==> config.mk <==
export PLATFORM = sky130hd
export DESIGN_NAME = goertzel_bin_scheduler_flat
export DESIGN_NICKNAME = d
export VERILOG_FILES = /design/src/rtl/goertzel_pkg.sv /design/src/rtl/goertzel_bin_scheduler_if.sv /design/src/rtl/goertzel_coef_table.sv /design/src/rtl/goertzel_bin_scheduler.sv /design/src/flat_wrapper.sv
export SDC_FILE = /design/constraint.sdc
export NUM_CORES = 1
export LEC_CHECK = 0
export ABC_AREA = 1
export CORE_MARGIN = 2
export CORE_UTILIZATION = 45
export DETAILED_ROUTE_END_ITERATION = 10
export PLACE_DENSITY_LB_ADDON = 0.1
export SLEW_MARGIN = 0
export SYNTH_ARGS = -nofsm -noshare
export SYNTH_HDL_FRONTEND = slang
export SYNTH_SLANG_ARGS = --single-unit
==> constraint.sdc <==
create_clock -name clk -period 5 [get_ports clk]
set_input_delay 0.75 -clock clk [delete_from_list [all_inputs] [get_ports clk]]
set_output_delay 0.75 -clock clk [all_outputs]
set_load 0.01 [all_outputs]
==> src/rtl/goertzel_pkg.sv <==
// Shared types for the Goertzel bin scheduler.
package goertzel_pkg;
  localparam int BIN_W = 4;

  typedef enum logic [1:0] {
    FILL, CLR, RUN, OUT
  } sched_state_e;

  typedef enum logic [1:0] {
    SEL_ALPHA, SEL_CW_RE, SEL_CW_IM
  } coef_sel_e;

  typedef struct packed {
    logic signed [31:0] alpha;
    logic signed [31:0] cw_re;
    logic signed [31:0] cw_im;
  } goertzel_coef_t;
endpackage

==> src/rtl/goertzel_bin_scheduler_if.sv <==
// Sample-in and result-out streams of the bin scheduler.
interface goertzel_bin_scheduler_if;
  import goertzel_pkg::*;

  logic             s_valid;
  logic             s_ready;
  logic [31:0]      s_data;
  logic             m_valid;
  logic             m_ready;
  logic [BIN_W-1:0] m_bin;
  logic [31:0]      m_mag;
  logic             m_last;

  modport master (
    input  s_valid, s_data, m_ready,
    output s_ready, m_valid, m_bin, m_mag, m_last
  );

  modport slave (
    output s_valid, s_data, m_ready,
    input  s_ready, m_valid, m_bin, m_mag, m_last
  );
endinterface

==> src/rtl/goertzel_coef_table.sv <==
// Per-bin coefficient registers: one write port, one combinational read.
module goertzel_coef_table
  import goertzel_pkg::*;
#(
  parameter int NBINS = 4
) (
  input  logic             clk,
  input  logic             rstn,
  input  logic             we,
  input  logic [BIN_W-1:0] addr,
  input  logic [1:0]       sel,
  input  logic [31:0]      wdata,
  input  logic [BIN_W-1:0] rd_bin,
  output goertzel_coef_t   rd
);

  goertzel_coef_t tbl [NBINS];

  // out-of-range addresses match no entry and are dropped
  always_ff @(posedge clk) begin
    if (!rstn) begin
      for (int i = 0; i < NBINS; i++) tbl[i] <= '0;
    end else if (we) begin
      for (int i = 0; i < NBINS; i++) begin
        if (addr == BIN_W'(i)) begin
          case (sel)
            SEL_ALPHA: tbl[i].alpha <= wdata;
            SEL_CW_RE: tbl[i].cw_re <= wdata;
            SEL_CW_IM: tbl[i].cw_im <= wdata;
            default: ;
          endcase
        end
      end
    end
  end

  always_comb begin
    rd = '0;
    for (int i = 0; i < NBINS; i++) begin
      if (rd_bin == BIN_W'(i)) rd = tbl[i];
    end
  end

endmodule

==> src/rtl/goertzel_bin_scheduler.sv <==
// Time-shares one Goertzel core over NBINS bins per buffered frame.
// Optional run timeout: define GOERTZEL_TIMEOUT_EN.
module goertzel_bin_scheduler
  import goertzel_pkg::*;
#(
  parameter int NS      = 10,
  parameter int NBINS   = 4,
  parameter int TIMEOUT = 64
) (
  input  logic             clk,
  input  logic             rstn,
  input  logic             cfg_we,
  input  logic [BIN_W-1:0] cfg_addr,
  input  logic [1:0]       cfg_sel,
  input  logic [31:0]      cfg_wdata,
  goertzel_bin_scheduler_if.master io,
  output logic             core_rstn,
  output logic             core_en,
  input  logic             core_ready,
  output logic [31:0]      core_alpha,
  output logic [31:0]      core_cw_re,
  output logic [31:0]      core_cw_im,
  output logic [31:0]      core_data,
  input  logic [31:0]      core_data_o,
  output logic             busy,
  output logic             err
);

  localparam int SW = (NS > 1) ? $clog2(NS) : 1;
  localparam logic [SW-1:0] S_LAST = SW'(NS - 1);
  localparam logic [BIN_W-1:0] B_LAST = BIN_W'(NBINS - 1);

  sched_state_e     st;
  logic [SW-1:0]    scnt;
  logic [SW-1:0]    k;
  logic [BIN_W-1:0] bin;
  logic [31:0]      sbuf [NS];
  logic             core_rq;
  logic             s_rdy;
  logic             m_vld;
  logic [BIN_W-1:0] m_b;
  logic [31:0]      m_m;
  logic             m_lst;
  goertzel_coef_t   coef;
  goertzel_coef_t   cur;
  logic             take;
  logic             to_hit;

  assign take = io.s_valid & s_rdy;

  goertzel_coef_table #(.NBINS(NBINS)) u_tbl (
    .clk    (clk),
    .rstn   (rstn),
    .we     (cfg_we),
    .addr   (cfg_addr),
    .sel    (cfg_sel),
    .wdata  (cfg_wdata),
    .rd_bin (bin),
    .rd     (coef)
  );

`ifdef GOERTZEL_TIMEOUT_EN
  localparam int RW = $clog2(TIMEOUT + 1);
  logic [RW-1:0] rcnt;
  logic          err_q;
  assign to_hit = (rcnt == RW'(TIMEOUT - 1));
  assign err    = err_q;
`else
  wire unused_to = (TIMEOUT > 0);
  assign to_hit = 1'b0;
  assign err    = 1'b0;
`endif

  // frame buffer holds no reset; contents only matter once refilled
  always_ff @(posedge clk) begin
    if (take) sbuf[scnt] <= io.s_data;
  end

  always_ff @(posedge clk) begin
    if (!rstn) begin
      st      <= FILL;
      scnt    <= '0;
      k       <= '0;
      bin     <= '0;
      s_rdy   <= 1'b1;
      busy    <= 1'b0;
      core_rq <= 1'b0;
      core_en <= 1'b0;
      cur     <= '0;
      m_vld   <= 1'b0;
      m_b     <= '0;
      m_m     <= '0;
      m_lst   <= 1'b0;
`ifdef GOERTZEL_TIMEOUT_EN
      rcnt    <= '0;
      err_q   <= 1'b0;
`endif
    end else begin
      unique case (st)
        FILL: begin
          if (take) begin
            if (scnt == S_LAST) begin
              scnt    <= '0;
              bin     <= '0;
              s_rdy   <= 1'b0;
              busy    <= 1'b1;
              core_rq <= 1'b0;
              st      <= CLR;
            end else begin
              scnt <= scnt + 1'b1;
            end
          end
        end
        CLR: begin
          cur     <= coef;
          core_rq <= 1'b1;
          core_en <= 1'b1;
          k       <= '0;
`ifdef GOERTZEL_TIMEOUT_EN
          rcnt    <= '0;
`endif
          st      <= RUN;
        end
        RUN: begin
          if (k != S_LAST) k <= k + 1'b1;
          if (core_ready || to_hit) begin
            m_m     <= core_ready ? core_data_o : '1;
            m_b     <= bin;
            m_lst   <= (bin == B_LAST);
            m_vld   <= 1'b1;
            core_en <= 1'b0;
            st      <= OUT;
          end
`ifdef GOERTZEL_TIMEOUT_EN
          if (!core_ready) begin
            rcnt <= rcnt + 1'b1;
            if (to_hit) err_q <= 1'b1;
          end
`endif
        end
        OUT: begin
          if (m_vld && io.m_ready) begin
            m_vld <= 1'b0;
            if (bin != B_LAST) begin
              bin     <= bin + 1'b1;
              core_rq <= 1'b0;
              st      <= CLR;
            end else begin
              s_rdy <= 1'b1;
              busy  <= 1'b0;
              st    <= FILL;
            end
          end
        end
        default: st <= FILL;
      endcase
    end
  end

  assign core_rstn  = core_rq & rstn;
  assign core_alpha = cur.alpha;
  assign core_cw_re = cur.cw_re;
  assign core_cw_im = cur.cw_im;
  assign core_data  = sbuf[k];

  assign io.s_ready = s_rdy;
  assign io.m_valid = m_vld;
  assign io.m_bin   = m_b;
  assign io.m_mag   = m_m;
  assign io.m_last  = m_lst;

endmodule
==> src/flat_wrapper.sv <==
// flat-port wrapper written by rule: the top's interface ports become plain ports
module goertzel_bin_scheduler_flat import goertzel_pkg::*;
#(
  parameter int NS      = 10,
  parameter int NBINS   = 4,
  parameter int TIMEOUT = 64
)
  (clk, rstn, cfg_we, cfg_addr, cfg_sel, cfg_wdata, core_rstn, core_en, core_ready, core_alpha, core_cw_re, core_cw_im, core_data, core_data_o, busy, err, io_s_valid, io_s_data, io_m_ready, io_s_ready, io_m_valid, io_m_bin, io_m_mag, io_m_last);
  goertzel_bin_scheduler_if io_i ();
  input  logic clk;
  input  logic rstn;
  input  logic cfg_we;
  input  logic [BIN_W-1:0] cfg_addr;
  input  logic [1:0] cfg_sel;
  input  logic [31:0] cfg_wdata;
  output logic core_rstn;
  output logic core_en;
  input  logic core_ready;
  output logic [31:0] core_alpha;
  output logic [31:0] core_cw_re;
  output logic [31:0] core_cw_im;
  output logic [31:0] core_data;
  input  logic [31:0] core_data_o;
  output logic busy;
  output logic err;
  input wire logic [$bits(io_i.s_valid)-1:0] io_s_valid;
  input wire logic [$bits(io_i.s_data)-1:0] io_s_data;
  input wire logic [$bits(io_i.m_ready)-1:0] io_m_ready;
  output wire logic [$bits(io_i.s_ready)-1:0] io_s_ready;
  output wire logic [$bits(io_i.m_valid)-1:0] io_m_valid;
  output wire logic [$bits(io_i.m_bin)-1:0] io_m_bin;
  output wire logic [$bits(io_i.m_mag)-1:0] io_m_mag;
  output wire logic [$bits(io_i.m_last)-1:0] io_m_last;
  assign io_i.s_valid = io_s_valid;
  assign io_i.s_data = io_s_data;
  assign io_i.m_ready = io_m_ready;
  assign io_s_ready = io_i.s_ready;
  assign io_m_valid = io_i.m_valid;
  assign io_m_bin = io_i.m_bin;
  assign io_m_mag = io_i.m_mag;
  assign io_m_last = io_i.m_last;
  goertzel_bin_scheduler #(.NS(NS), .NBINS(NBINS), .TIMEOUT(TIMEOUT)) u_core (.clk(clk), .rstn(rstn), .cfg_we(cfg_we), .cfg_addr(cfg_addr), .cfg_sel(cfg_sel), .cfg_wdata(cfg_wdata), .io(io_i), .core_rstn(core_rstn), .core_en(core_en), .core_ready(core_ready), .core_alpha(core_alpha), .core_cw_re(core_cw_re), .core_cw_im(core_cw_im), .core_data(core_data), .core_data_o(core_data_o), .busy(busy), .err(err));
endmodule
* Word level (Yosys, flattened, before mapping)
Memories as Yosys holds them, arrays and structs flattened. A register that Yosys moved wholly into a read port is not among the register bits. Index checks and enable logic that the tools add are counted.
Storage, ports and cells: register bits after elaboration 152, bits in latches 0, memory bits (writable) 704, ROM bits 0, input port bits 108, output and inout bits 171, logic and storage cells 177, memories kept 2
Memory list:
- u_core.u_tbl.tbl | words 4, bits a word 96, read ports 4, clocked after Yosys merged registers in 0, wr ports 4, RTL line goertzel_coef_table.sv:17 | goertzel_coef_t tbl [NBINS];
- u_core.sbuf | words 10, bits a word 32, read ports 1, clocked after Yosys merged registers in 1, wr ports 1, RTL line goertzel_bin_scheduler.sv:37 | logic [31:0] sbuf [NS];
Operators by class: add/sub/neg operators 3, multiply operators 0, divide/modulo/power cells 0, magnitude comparators 0, eq/ne operators 21, shifts and indexed selects 0, mux-type cells 104, bitwise logic cells 14, reduce and logical (&&, ||, !) cells 18
Operators with widths (number):
- $mux W32 | 12
- $mux W96 | 4
- $mux W1 | 68
- $mux W4 | 8
- $eq A4 B2 Y1 const B | 4
- $pmux W4 S2 | 2
- $reduce_and A5 Y1 | 3
- $add A4 B1 Y4 const B | 3
- $or A1 B1 Y1 | 12
- $ne A2 B1 Y1 const B | 5
- $eq A4 B1 Y1 const B | 2
- $logic_not A4 Y1 | 2
- $mux W2 | 4
- $pmux W1 S2 | 4
- $pmux W2 S4 | 1
- $reduce_and A2 Y1 | 4
- $eq A2 B2 Y1 const B | 3
- $reduce_bool A2 Y1 | 3
- $eq A2 B1 Y1 const B | 2
- $eq A4 B4 Y1 const B | 1
- $logic_not A2 Y1 | 2
- $ne A2 B2 Y1 const B | 2
- $ne A4 B2 Y1 const B | 1
- $ne A4 B4 Y1 const B | 1
- other kinds (6) | 7

* Longest topological paths before layout
depth after elaboration 7, mapped depth 11, depth with buffers taken out 9

* By module
A second synthesis with hierarchy kept.
Unflattened totals: cells, all modules 3185, area, all modules 35251.3 um^2
Modules (own cells, without submodules):
- goertzel_bin_scheduler | times used 1, cells each 1688, area an instance 18719.2 um^2, seq. area each 12732.2 um^2
- goertzel_coef_table | times used 1, cells each 1497, area an instance 16532.1 um^2, seq. area each 11531.1 um^2

* Worst setup path before layout
Ideal clock, no wire load.
path kind input port to flip-flop, start point input port cfg_addr[3], end point memory u_core.u_tbl.tbl[0][0] (netlist name) (enable), setup time 0.466 ns, arrival time 3.255 ns, required time 4.534 ns, slack 1.280 ns, stages on the path 3, path buffers 0, cell sequence nor2_1 nand3_1 o21ai_0
RTL lines:
- start: declaration | RTL line flat_wrapper.sv:13 | input logic [BIN_W-1:0] cfg_addr;
- end: declaration | RTL line goertzel_coef_table.sv:17

==> summary.md <==
| Metric | Value |
|---|---|
| Status | `completed` |
| Layout cell share with drive strength beyond 1 | `5.623%` |
| IO Pins | `279` |
| WP buf/inv | `2` |
| Clk sink count | `860` |
| Leakage power | `17.78 nW` |
| Die extent in x | `292.2 microns` |
| Worst R2R End | `u_core.core_alpha[2]$_SDFFE_PN0P_` |
| Mean Syn Cell Area | `9.674 sq um` |
| Core Box Area | `82,110 sq um` |
| R2R depth | `8` |
| Slew Limit Headroom | `26.89%` |
| Placer's final routability congestion estimate | `0.7767` |
| Pre-CTS WS | `1.872 ns` |
| FF-to-FF Start | `u_core.bin[0]$_SDFFE_PN0P_` |
| Footprint of the multi-input gates | `10,220 sq um` |
| CTS root buf | `clkbuf_16` |
| CP most frequent cell | `nand3_1` |
| Hold Path Class | `flop to flop` |
| Die area | `85,370 sq um` |
| Clock buffer count from CTS | `92` |
| Routed via count | `26,465` |
| Area Growth Syn to Fin | `17.80%` |
| Clock-pin slew on the worst setup and hold paths | `0.06 ns` |
| Overall power | `16.70 mW` |
| Final #Nets | `4,131` |
| Final Hold Viols | `0` |
| CP Max Fanout | `56` |
| Max-slew violations | `0` |
| Routed vias/inst | `5.127` |
| Syn_nets | `3,983` |
| Non-Filler Instances | `5,162` |
| # DRC | `0` |
| Post-route design area | `44,020 sq um` |
| RSZ-0062 raised after global routing | `no` |
| Comb power frac | `9.5%` |
| Setup bufs post-CTS | `0` |
| Hold Path Depth | `2` |
| Sw frac | `23.73%` |
| HPWL Detailed | `58.06 mm` |
| GRT Util Overall | `23.44%` |
| Dpl cells | `4,987` |
| CP required | `4.25 ns` |
| P_int | `12.74 mW` |
| WS Path Type | `flop to output port` |
| DP Area | `40,930 sq um` |
| Yosys reg bits | `860` |
| Initial DRC count | `2,053` |
| Yosys cell types | `28` |
| Htree depth | `3` |
| Max clock buf depth | `3` |
| CTS tree | `yes` |
| Routed len/inst | `19.47 microns` |
| Filler instances | `7,377` |
| Flop2flop setup slack | `2.16 ns` |
| Setup ws final | `1.244 ns` |
| Rows | `105` |
| Crit path largest cell delay | `0.74 ns` |
| Clock power share | `41.7%` |
| Sum Neg Setup Slack | `0 ns` |
| Final Setup Violations | `0` |
| Period utilization | `75.13%` |
| Crit path DAT | `3.01 ns` |
| Post-Syn Instances | `3,863` |
| Clk_lat worst skew | `0.64 ns` |
| Register area | `24,270 sq um` |
| Ys Warns | `0` |
| Post-Route WL | `100.5 mm` |
| Initial antenna violation count | `2` |
| HP Start | `u_core.core_alpha[2]$_SDFFE_PN0P_` |
| Max frequency | `266.2 MHz` |
| Max-cap violation count | `0` |
| Worst slew pin tran | `1.097 ns` |
| Critical Path End Type | `output port` |
| Largest net degree at the start of global routing | `104` |
| Commonest non-fill, non-tap cell in the layout | `edfxtp_1` |
| Mapped cell area | `37,370 sq um` |
| CP Cell Sequence | `buf_4 > o211ai_1 > nand3_1 > nand3_1 > o21ai_0 > clkdlybuf4s50_1` |
| Part of the power in registers | `48.8%` |
| Sw power | `3.963 mW` |
| Seq/Total Area, Yosys | `64.92%` |
| IO Port Bufs | `277` |
| GRT Residual Overflow | `0` |
| Maximum vdd ir drop | `0.2629 mV` |
| Pre-antenna DRT Iters | `5` |
| Clk_skew | `0.01653 ns` |
| Hold_buf cts | `0` |
| Die Ht | `292.2 microns` |
| Pwr Density | `379.4 nW/um^2` |
| Most frequent cells in the layout | `edfxtp_1, nand2_1, nor2_1, inv_1, nand3_1` |
| Top Family by Delay on Critical Path | `buffers and inverters` |
| Vias in the first global route | `25,196` |
| Routed Antenna Nets | `0` |
| Hold worst-path end | `u_core.core_alpha[2]$_SDFFE_PN0P_` |
| First-pass GRT wire length | `152.7 mm` |
| Effective utilization at floorplan | `45.51%` |
| Slowest CP cell | `dfxtp_4` |
| Worst setup SP type | `flop` |
| Minimum clock period | `3.756 ns` |
| Post-CTS resize count | `0` |
-- how the worst max path moves through the flow --
stage,start,endpoint,slack (ns),cells past startpoint
global placement,flop,core_data[25],1.91,6
detailed placement,cfg_addr[3],u_core.u_tbl.tbl[2][22]$_SDFFCE_PN0P_,1.87,6
finish,flop,core_data[27],1.24,6
floorplan,cfg_addr[3],u_core.u_tbl.tbl[0][0]$_SDFFCE_PN0P_,1.28,3
CTS,flop,core_data[0],1.20,6
global route,flop,core_data[26],0.99,7
-- layout make-up --
type                            count  share of cell area (%)
Clock inverter                     44                   1.035
Tap cell                         1070                   3.041
Clock buffer                      129                   5.991
Multi-Input combinational cell   2232                   23.21
Timing Repair Buffer              336                   7.407
Inverter                          489                   4.178
Antenna cell                        2                 0.01137
Sequential cell                   860                   55.13
-- metal layers --
layer	vias up	share of wire (%)	global-route usage (%)
li1	12993	-	-
met1	12615	43	30.59
met2	674	48	38.86
met3	181	5.7	4.194
met4	2	4.1	9.303
met5	-	0.0080	0
-- synthesized netlist by cell type, drive strengths merged --
master    n  area [sq um]
a21oi   183         915.9
clkinv    1         3.750
clkbuf  170         638.1
buf     112         591.8
nand3   410          2052
nand4     9         56.30
o211ai   65         488.0
nor3     11         80.08
edfxtp  704         21140
dfxtp   156          3123
nand3b    1         7.510
a31oi     1         6.260
o21ai   235          1176
ha       12         150.1
conb      1         3.750
inv     488          1832
nor2    567          2136
o22ai     1         6.260
mux2i    32         320.3
nand2   704          2645
-- logic make-up (layout without fill, tap and decap cells) --
kind of cell | Yosys count | in the layout | share of synthesized area (%)
muxes | 32 | 32 | 0.8571
buffers and inverters | 771 | 998 | 8.202
and+or+nand+nor | 1702 | 1702 | 18.67
DFF | 860 | 860 | 64.92
AOI/OAI and AO/OA | 485 | 485 | 6.937
other | 1 | 3 | 0.01003
adders and majority gates | 12 | 12 | 0.4017
-- metrics by stage --
step | hold slack, ns | utilization [%]
global route | 0.4854 | 53.61
CTS | 0.4641 | 53.61
finish | 0.4608 | 53.62
floorplan | 0.4514 | -
detailed placement | 0.4554 | 49.84
global placement | 0.4543 | 49.84
-- state kept, by name, indices dropped and copies added, names as in the netlist, named ones only --
name,count
u_core.k,4
u_core.st,2
u_core.io.m_valid,1
u_core.u_tbl.tbl,384
u_core.io.m_mag,32
u_core.core_rq,1
u_core.sbuf,320
u_core.bin,4
u_core.core_cw_re,32
u_core.io.m_bin,4
u_core.core_cw_im,32
u_core.core_alpha,32
u_core.core_en,1
u_core.scnt,4
u_core.io.s_ready,1
u_core.io.m_last,1
u_core.busy,1
-- tightest hold or removal path, stage by stage (launching register included) --
cell and delay [ns]:
dfxtp_1 0.30, nand2_1 0.06, a21oi_1 0.05
-- power groups by stage --
stage / Sequential (mW) / Clock (mW) / Combinational (mW)
3_5_place_dp: 8.30 / 0 / 1.61
3_3_place_gp: 8.29 / 0 / 1.60
6_report: 8.15 / 6.96 / 1.59
5_1_grt: 8.18 / 7.38 / 1.78
2_1_floorplan: 8.32 / 0 / 0.861
4_1_cts: 8.15 / 7.09 / 1.62
Power figures use the tool's default switching activity.
